File: src/rtl/scroller_pkg.sv
// Shared constants, default layer speeds and FSM encoding for the parallax
// scroll sequencer.
package scroller_pkg;

  localparam int NUM_LAYERS = 4;
  localparam int SPEED_W    = 6;
  localparam int FRAC_W     = 4;
  localparam int LAYER_W    = $clog2(NUM_LAYERS);
  localparam int SUM_W      = SPEED_W + 1;
  localparam int PIX_W      = SUM_W - FRAC_W;

  // Unsigned 2.4 fixed point: 1, 1/2, 1/4, 1/8 px/frame.
  localparam logic [SPEED_W-1:0] SPEED_L0 = 6'd16;
  localparam logic [SPEED_W-1:0] SPEED_L1 = 6'd8;
  localparam logic [SPEED_W-1:0] SPEED_L2 = 6'd4;
  localparam logic [SPEED_W-1:0] SPEED_L3 = 6'd2;

  typedef enum logic [1:0] {
    IDLE  = 2'd0,
    LOAD  = 2'd1,
    ISSUE = 2'd2
  } seq_state_e;

  function automatic logic [SPEED_W-1:0] default_speed(input int unsigned idx);
    case (idx)
      0:       return SPEED_L0;
      1:       return SPEED_L1;
      2:       return SPEED_L2;
      default: return SPEED_L3;
    endcase
  endfunction

endpackage

File: src/rtl/scroll_speed_regfile.sv
// Per-layer scroll speed registers: one write port from the config bus and
// one asynchronous read port indexed by the layer being sequenced.
module scroll_speed_regfile
  import scroller_pkg::*;
(
  input  logic               clk,
  input  logic               rst_n,
  input  logic               we,
  input  logic [LAYER_W-1:0] waddr,
  input  logic [SPEED_W-1:0] wdata,
  input  logic [LAYER_W-1:0] raddr,
  output logic [SPEED_W-1:0] rdata
);

  logic [SPEED_W-1:0] speed_q [NUM_LAYERS];

  generate
    for (genvar gi = 0; gi < NUM_LAYERS; gi++) begin : g_speed
      logic [SPEED_W-1:0] speed_reg;

      always_ff @(posedge clk) begin
        if (!rst_n) begin
          speed_reg <= default_speed(gi);
        end else if (we && (waddr == LAYER_W'(gi))) begin
          speed_reg <= wdata;
        end
      end

      assign speed_q[gi] = speed_reg;
    end
  endgenerate

  assign rdata = speed_q[raddr];

endmodule

File: src/rtl/scroll_sequencer.sv
// Per-frame scroll scheduler: on each accepted frame tick, walks layers 0..3
// through a fractional accumulator and hands out "advance N pixels" commands.
module scroll_sequencer #(
  parameter int NUM_LAYERS = scroller_pkg::NUM_LAYERS,
  parameter int SPEED_W    = scroller_pkg::SPEED_W,
  parameter int FRAC_W     = scroller_pkg::FRAC_W
) (
  input  logic                          clk,
  input  logic                          rst_n,
  input  logic                          frame_tick,
  input  logic                          pause,
  input  logic                          single_step,
  input  logic                          cfg_we,
  input  logic [2:0]                    cfg_addr,
  input  logic [SPEED_W-1:0]            cfg_data,
  output logic                          adv_valid,
  input  logic                          adv_ready,
  output logic [$clog2(NUM_LAYERS)-1:0] adv_layer,
  output logic [2:0]                    adv_pixels,
  output logic                          busy,
  output logic                          overrun,
  output logic [7:0]                    frame_count
);

  import scroller_pkg::*;

  seq_state_e         state_reg, state_next;
  logic [LAYER_W-1:0] layer_reg, layer_next;
  logic [SUM_W-1:0]   sum_reg, sum_next;
  logic               step_pending_reg, step_pending_next;
  logic               overrun_reg, overrun_next;
  logic [7:0]         frame_count_reg, frame_count_next;

  logic               start;
  logic               acc_we;
  logic [SPEED_W-1:0] speed_rd;
  logic [FRAC_W-1:0]  acc_rd;
  logic [FRAC_W-1:0]  acc_q [NUM_LAYERS];

  scroll_speed_regfile u_speed (
    .clk   (clk),
    .rst_n (rst_n),
    .we    (cfg_we && !cfg_addr[2]),
    .waddr (cfg_addr[LAYER_W-1:0]),
    .wdata (cfg_data),
    .raddr (layer_reg),
    .rdata (speed_rd)
  );

  // Accumulators only commit on a completed handshake, so an aborted layer
  // never disturbs its fractional phase.
  generate
    for (genvar gi = 0; gi < NUM_LAYERS; gi++) begin : g_acc
      logic [FRAC_W-1:0] acc_reg;

      always_ff @(posedge clk) begin
        if (!rst_n) begin
          acc_reg <= '0;
        end else if (acc_we && (layer_reg == LAYER_W'(gi))) begin
          acc_reg <= sum_reg[FRAC_W-1:0];
        end
      end

      assign acc_q[gi] = acc_reg;
    end
  endgenerate

  assign acc_rd = acc_q[layer_reg];

  always_ff @(posedge clk) begin
    if (!rst_n) begin
      state_reg        <= IDLE;
      layer_reg        <= '0;
      sum_reg          <= '0;
      step_pending_reg <= 1'b0;
      overrun_reg      <= 1'b0;
      frame_count_reg  <= '0;
    end else begin
      state_reg        <= state_next;
      layer_reg        <= layer_next;
      sum_reg          <= sum_next;
      step_pending_reg <= step_pending_next;
      overrun_reg      <= overrun_next;
      frame_count_reg  <= frame_count_next;
    end
  end

  always_comb begin
    state_next       = state_reg;
    layer_next       = layer_reg;
    sum_next         = sum_reg;
    frame_count_next = frame_count_reg;
    start            = 1'b0;
    acc_we           = 1'b0;

    case (state_reg)
      IDLE: begin
        if (frame_tick && (!pause || step_pending_reg)) begin
          start      = 1'b1;
          layer_next = '0;
          state_next = LOAD;
        end
      end
      LOAD: begin
        // Held sum keeps the command stable even if the speed is rewritten.
        sum_next   = SUM_W'(acc_rd) + SUM_W'(speed_rd);
        state_next = ISSUE;
      end
      ISSUE: begin
        if (adv_ready) begin
          acc_we = 1'b1;
          if (layer_reg == LAYER_W'(NUM_LAYERS - 1)) begin
            frame_count_next = frame_count_reg + 8'd1;
            state_next       = IDLE;
          end else begin
            layer_next = layer_reg + LAYER_W'(1);
            state_next = LOAD;
          end
        end
      end
      default: state_next = IDLE;
    endcase

    if (single_step) begin
      step_pending_next = 1'b1;
    end else if (start) begin
      step_pending_next = 1'b0;
    end else begin
      step_pending_next = step_pending_reg;
    end

    overrun_next = overrun_reg;
    if (cfg_we && (cfg_addr == 3'd4) && cfg_data[0]) begin
      overrun_next = 1'b0;
    end
    if (frame_tick && (state_reg != IDLE)) begin
      overrun_next = 1'b1;
    end
  end

  assign busy        = (state_reg != IDLE);
  assign adv_valid   = (state_reg == ISSUE);
  assign adv_layer   = layer_reg;
  assign adv_pixels  = sum_reg[SUM_W-1:FRAC_W];
  assign overrun     = overrun_reg;
  assign frame_count = frame_count_reg;

endmodule
File: config.mk
export PLATFORM = sky130hd
export DESIGN_NAME = scroll_sequencer
export DESIGN_NICKNAME = d
export VERILOG_FILES = /design/src/rtl/scroller_pkg.sv /design/src/rtl/scroll_speed_regfile.sv /design/src/rtl/scroll_sequencer.sv
export SDC_FILE = /design/constraint.sdc
export NUM_CORES = 1
export LEC_CHECK = 0
export ABC_AREA = 1
export BUFFER_PORTS_ARGS = -buffer_cell sky130_fd_sc_hd__clkbuf_2
export CORE_UTILIZATION = 40
export CTS_CLUSTER_DIAMETER = 30
export CTS_CLUSTER_SIZE = 30
export DETAILED_ROUTE_END_ITERATION = 8
export GPL_TIMING_DRIVEN = 1
export HOLD_SLACK_MARGIN = 0.02
export PLACE_DENSITY_LB_ADDON = 0.08
export SLEW_MARGIN = 5
export SYNTH_ARGS = -nofsm -noshare
export SYNTH_HDL_FRONTEND = slang
export SYNTH_SLANG_ARGS = --single-unit
export TNS_END_PERCENT = 20
File: constraint.sdc
create_clock -name clk -period 4.7 [get_ports clk]
set_clock_uncertainty 0.1 [all_clocks]
set_input_delay 0.235 -clock clk [delete_from_list [all_inputs] [get_ports clk]]
set_output_delay 0.235 -clock clk [all_outputs]
set_load 0.01 [all_outputs]
==> results_dict.tcl <==
set metrics [dict create \
    min_path_type "in -> reg" \
    tightest_slew_ns 0.814 \
    routed_wl_um 6570 \
    arrival_ns 2.66 \
    regArea_um2 1220 \
    antenna_found_initial 0 \
    fillers 733 \
    viasPerCell 4.80 \
    critPathCaptureType "register" \
    largest_register_ff_count 24 \
    drtPass1Iterations 4 \
    dp_hpwl_um 4680 \
    status "finished, final reports clean" \
    grt_usage 0.192 \
    via_count 2516 \
    wl_per_cell_um 12.5 \
    powerDensity_nw_per_um2 335 \
    period_share 0.546 \
    final_common_cell "nand2_1" \
    area_growth_pct 13.6 \
    fmax_mhz 390 \
    grt_first_pass_wirelength_um 11000 \
    fin_setup_tns_ns 0 \
    ant_nets 0 \
    p_total_uw 1080 \
    drt_iter0_drc 123 \
    nets 449 \
    cts_made_buffers 9 \
    overflow 0 \
    ys_seq_area_frac 0.429 \
    final_cell_count_no_fill 524 \
    grt_pass1_vias 2354 \
    cts.path.max_buffers 2 \
    synth-seq-cells 61 \
    antenna_cells 0 \
    placedCellCount 507 \
    grt_max_degree 36 \
    drive_gt1_frac 0.136 \
    post-route-util 0.473 \
    rsz0062_at_grt "false" \
    startpoint_type "register" \
    synth.net_count 423 \
    cts_resized 0 \
    io_buffers 31 \
    slew_violations 0 \
    slew_headroom 0.454 \
    ir_worst_vdd_mv 0.174 \
    synth_cells 397 \
    yosys_warnings 0 \
    htreeDepth 3 \
    required_ns 4.79 \
    die_h_um 86.3 \
    rows 30 \
    maxCapViolations 0 \
    hold_viol 0 \
    clkSinkCount 61 \
    gp_congestion 0.793 \
    die_w_um 86.3 \
    drc_errors 0 \
    finalCriticalPeriod_ns 2.56 \
    core-area_um2 6830 \
    syn_area_um2 2840 \
    multi_input_area_um2 1410 \
    synth_cell_type_count 31 \
    clkTransAtPathRegs_ns 0.07 \
    whs_ns 0.0464 \
    die_area_um2 7450 \
    cp_max_fo 15 \
    cts_tree "built" \
    initial_core_util 0.416 \
    top_level_ports 32 \
    cts-root-buf "clkbuf_8" \
    syn_avg_cell_area_um2 7.16 \
    critPathKind "reg -> reg" \
    leakagePower_uw 0.00135 \
    clk_latency_ns 0.33 \
    mostFrequentLayoutCells "74 x nand2_1, 72 x nor2_1, 61 x dfxtp_1" \
    setup_viol 0 \
]
## per-layer routing
metal	global-route usage	part of all wire	vias to the layer above	routed length (um)
li1	-	-	1354	-
met1	0.238	0.49	1109	3200
met2	0.310	0.47	47	3070
met3	0.0610	0.037	6	242
met4	0.0773	0.0082	0	54
met5	0	0	-	0
## area by class of cell
class                           count  share of cell area
Clock buffer                       11              0.0438
Clock inverter                      5              0.0155
Inverter                           31              0.0360
Multi-Input combinational cell    287               0.436
Sequential cell                    61               0.378
Tap cell                           96              0.0372
Timing Repair Buffer               33              0.0534
## critical path, stage by stage (launching register included)
cell and delay [ns]:
dfxtp_1 0.62, inv_1 0.30, o21ai_0 0.16, o22ai_1 0.10
ha_1 0.24, fa_1 0.41, nand3_1 0.11, o211ai_1 0.12
xnor2_1 0.18, a21oi_1 0.07
## worst paths after layout
kind                        from                              end  slack, ns  cells past startpoint
min reg2reg  g_acc[2].acc_reg[2]              g_acc[2].acc_reg[2]       0.37                      2
max                 adv_layer[1]                       sum_reg[4]       2.14                      9
min                  cfg_data[1]  u_speed.g_speed[3].speed_reg[1]       0.05                      3
max reg2reg         adv_layer[1]                       sum_reg[4]       2.14                      9
## Yosys cell counts
cell type,number,area (um2)
buf_6,1,11.3
nand4_1,4,25.0
buf_1,1,3.75
nand3b_1,1,7.51
inv_1,27,101
nor2_2,1,6.26
dfxtp_1,61,1220
o21ai_0,44,220
xnor2_1,2,17.5
nand3_2,2,20.0
nor3_1,2,10.0
nor2_4,2,22.5
nor3b_2,1,12.5
o211ai_1,3,22.5
o22ai_1,8,50.1
ha_1,9,113
xor2_1,1,8.76
nand3_1,26,130
inv_2,3,11.3
nor2_1,72,270
clkbuf_2,1,5.00
nand2_2,1,6.26
a21oi_1,31,155
buf_4,4,30.0
buf_2,5,25.0
a21oi_2,1,8.76
o21ai_1,1,5.00
fa_1,1,20.0
clkinv_1,1,3.75
nand2_1,74,278
clkbuf_1,6,22.5
## report_power, final
part | switching [uW] | leakage [uW] | internal, uW | total (uW)
combinational | 54.4 | 0.000752 | 30.0 | 84.3
clock | 198 | 0.000103 | 256 | 454
sequential | 11.4 | 0.000495 | 532 | 543
total | 264 | 0.00135 | 817 | 1080
## stage by stage
| stage | cell area [um2] | setup slack (ns) |
|---|---|---|
| 2_1_floorplan | 2840 | 2.41 |
| 3_3_place_gp | 3030 | 2.26 |
| 3_5_place_dp | 3030 | 2.18 |
| 4_1_cts | 3230 | 2.17 |
| 5_1_grt | 3230 | 1.98 |
| 6_report | 3230 | 2.14 |
## timing repair
action                    in CTS  in global routing
hold endpoints to repair       1                  0
buffers inserted               0                  0
hold buffers                   1                  0
## logic make-up after synthesis
| kind of cell | share of synthesized area |
|---|---|
| compound gates | 0.162 |
| fa+ha+maj | 0.0466 |
| simple gates | 0.277 |
| buf+inv | 0.0752 |
| flops | 0.429 |
| xor+xnor | 0.00924 |
Power figures use the tool's default switching activity.
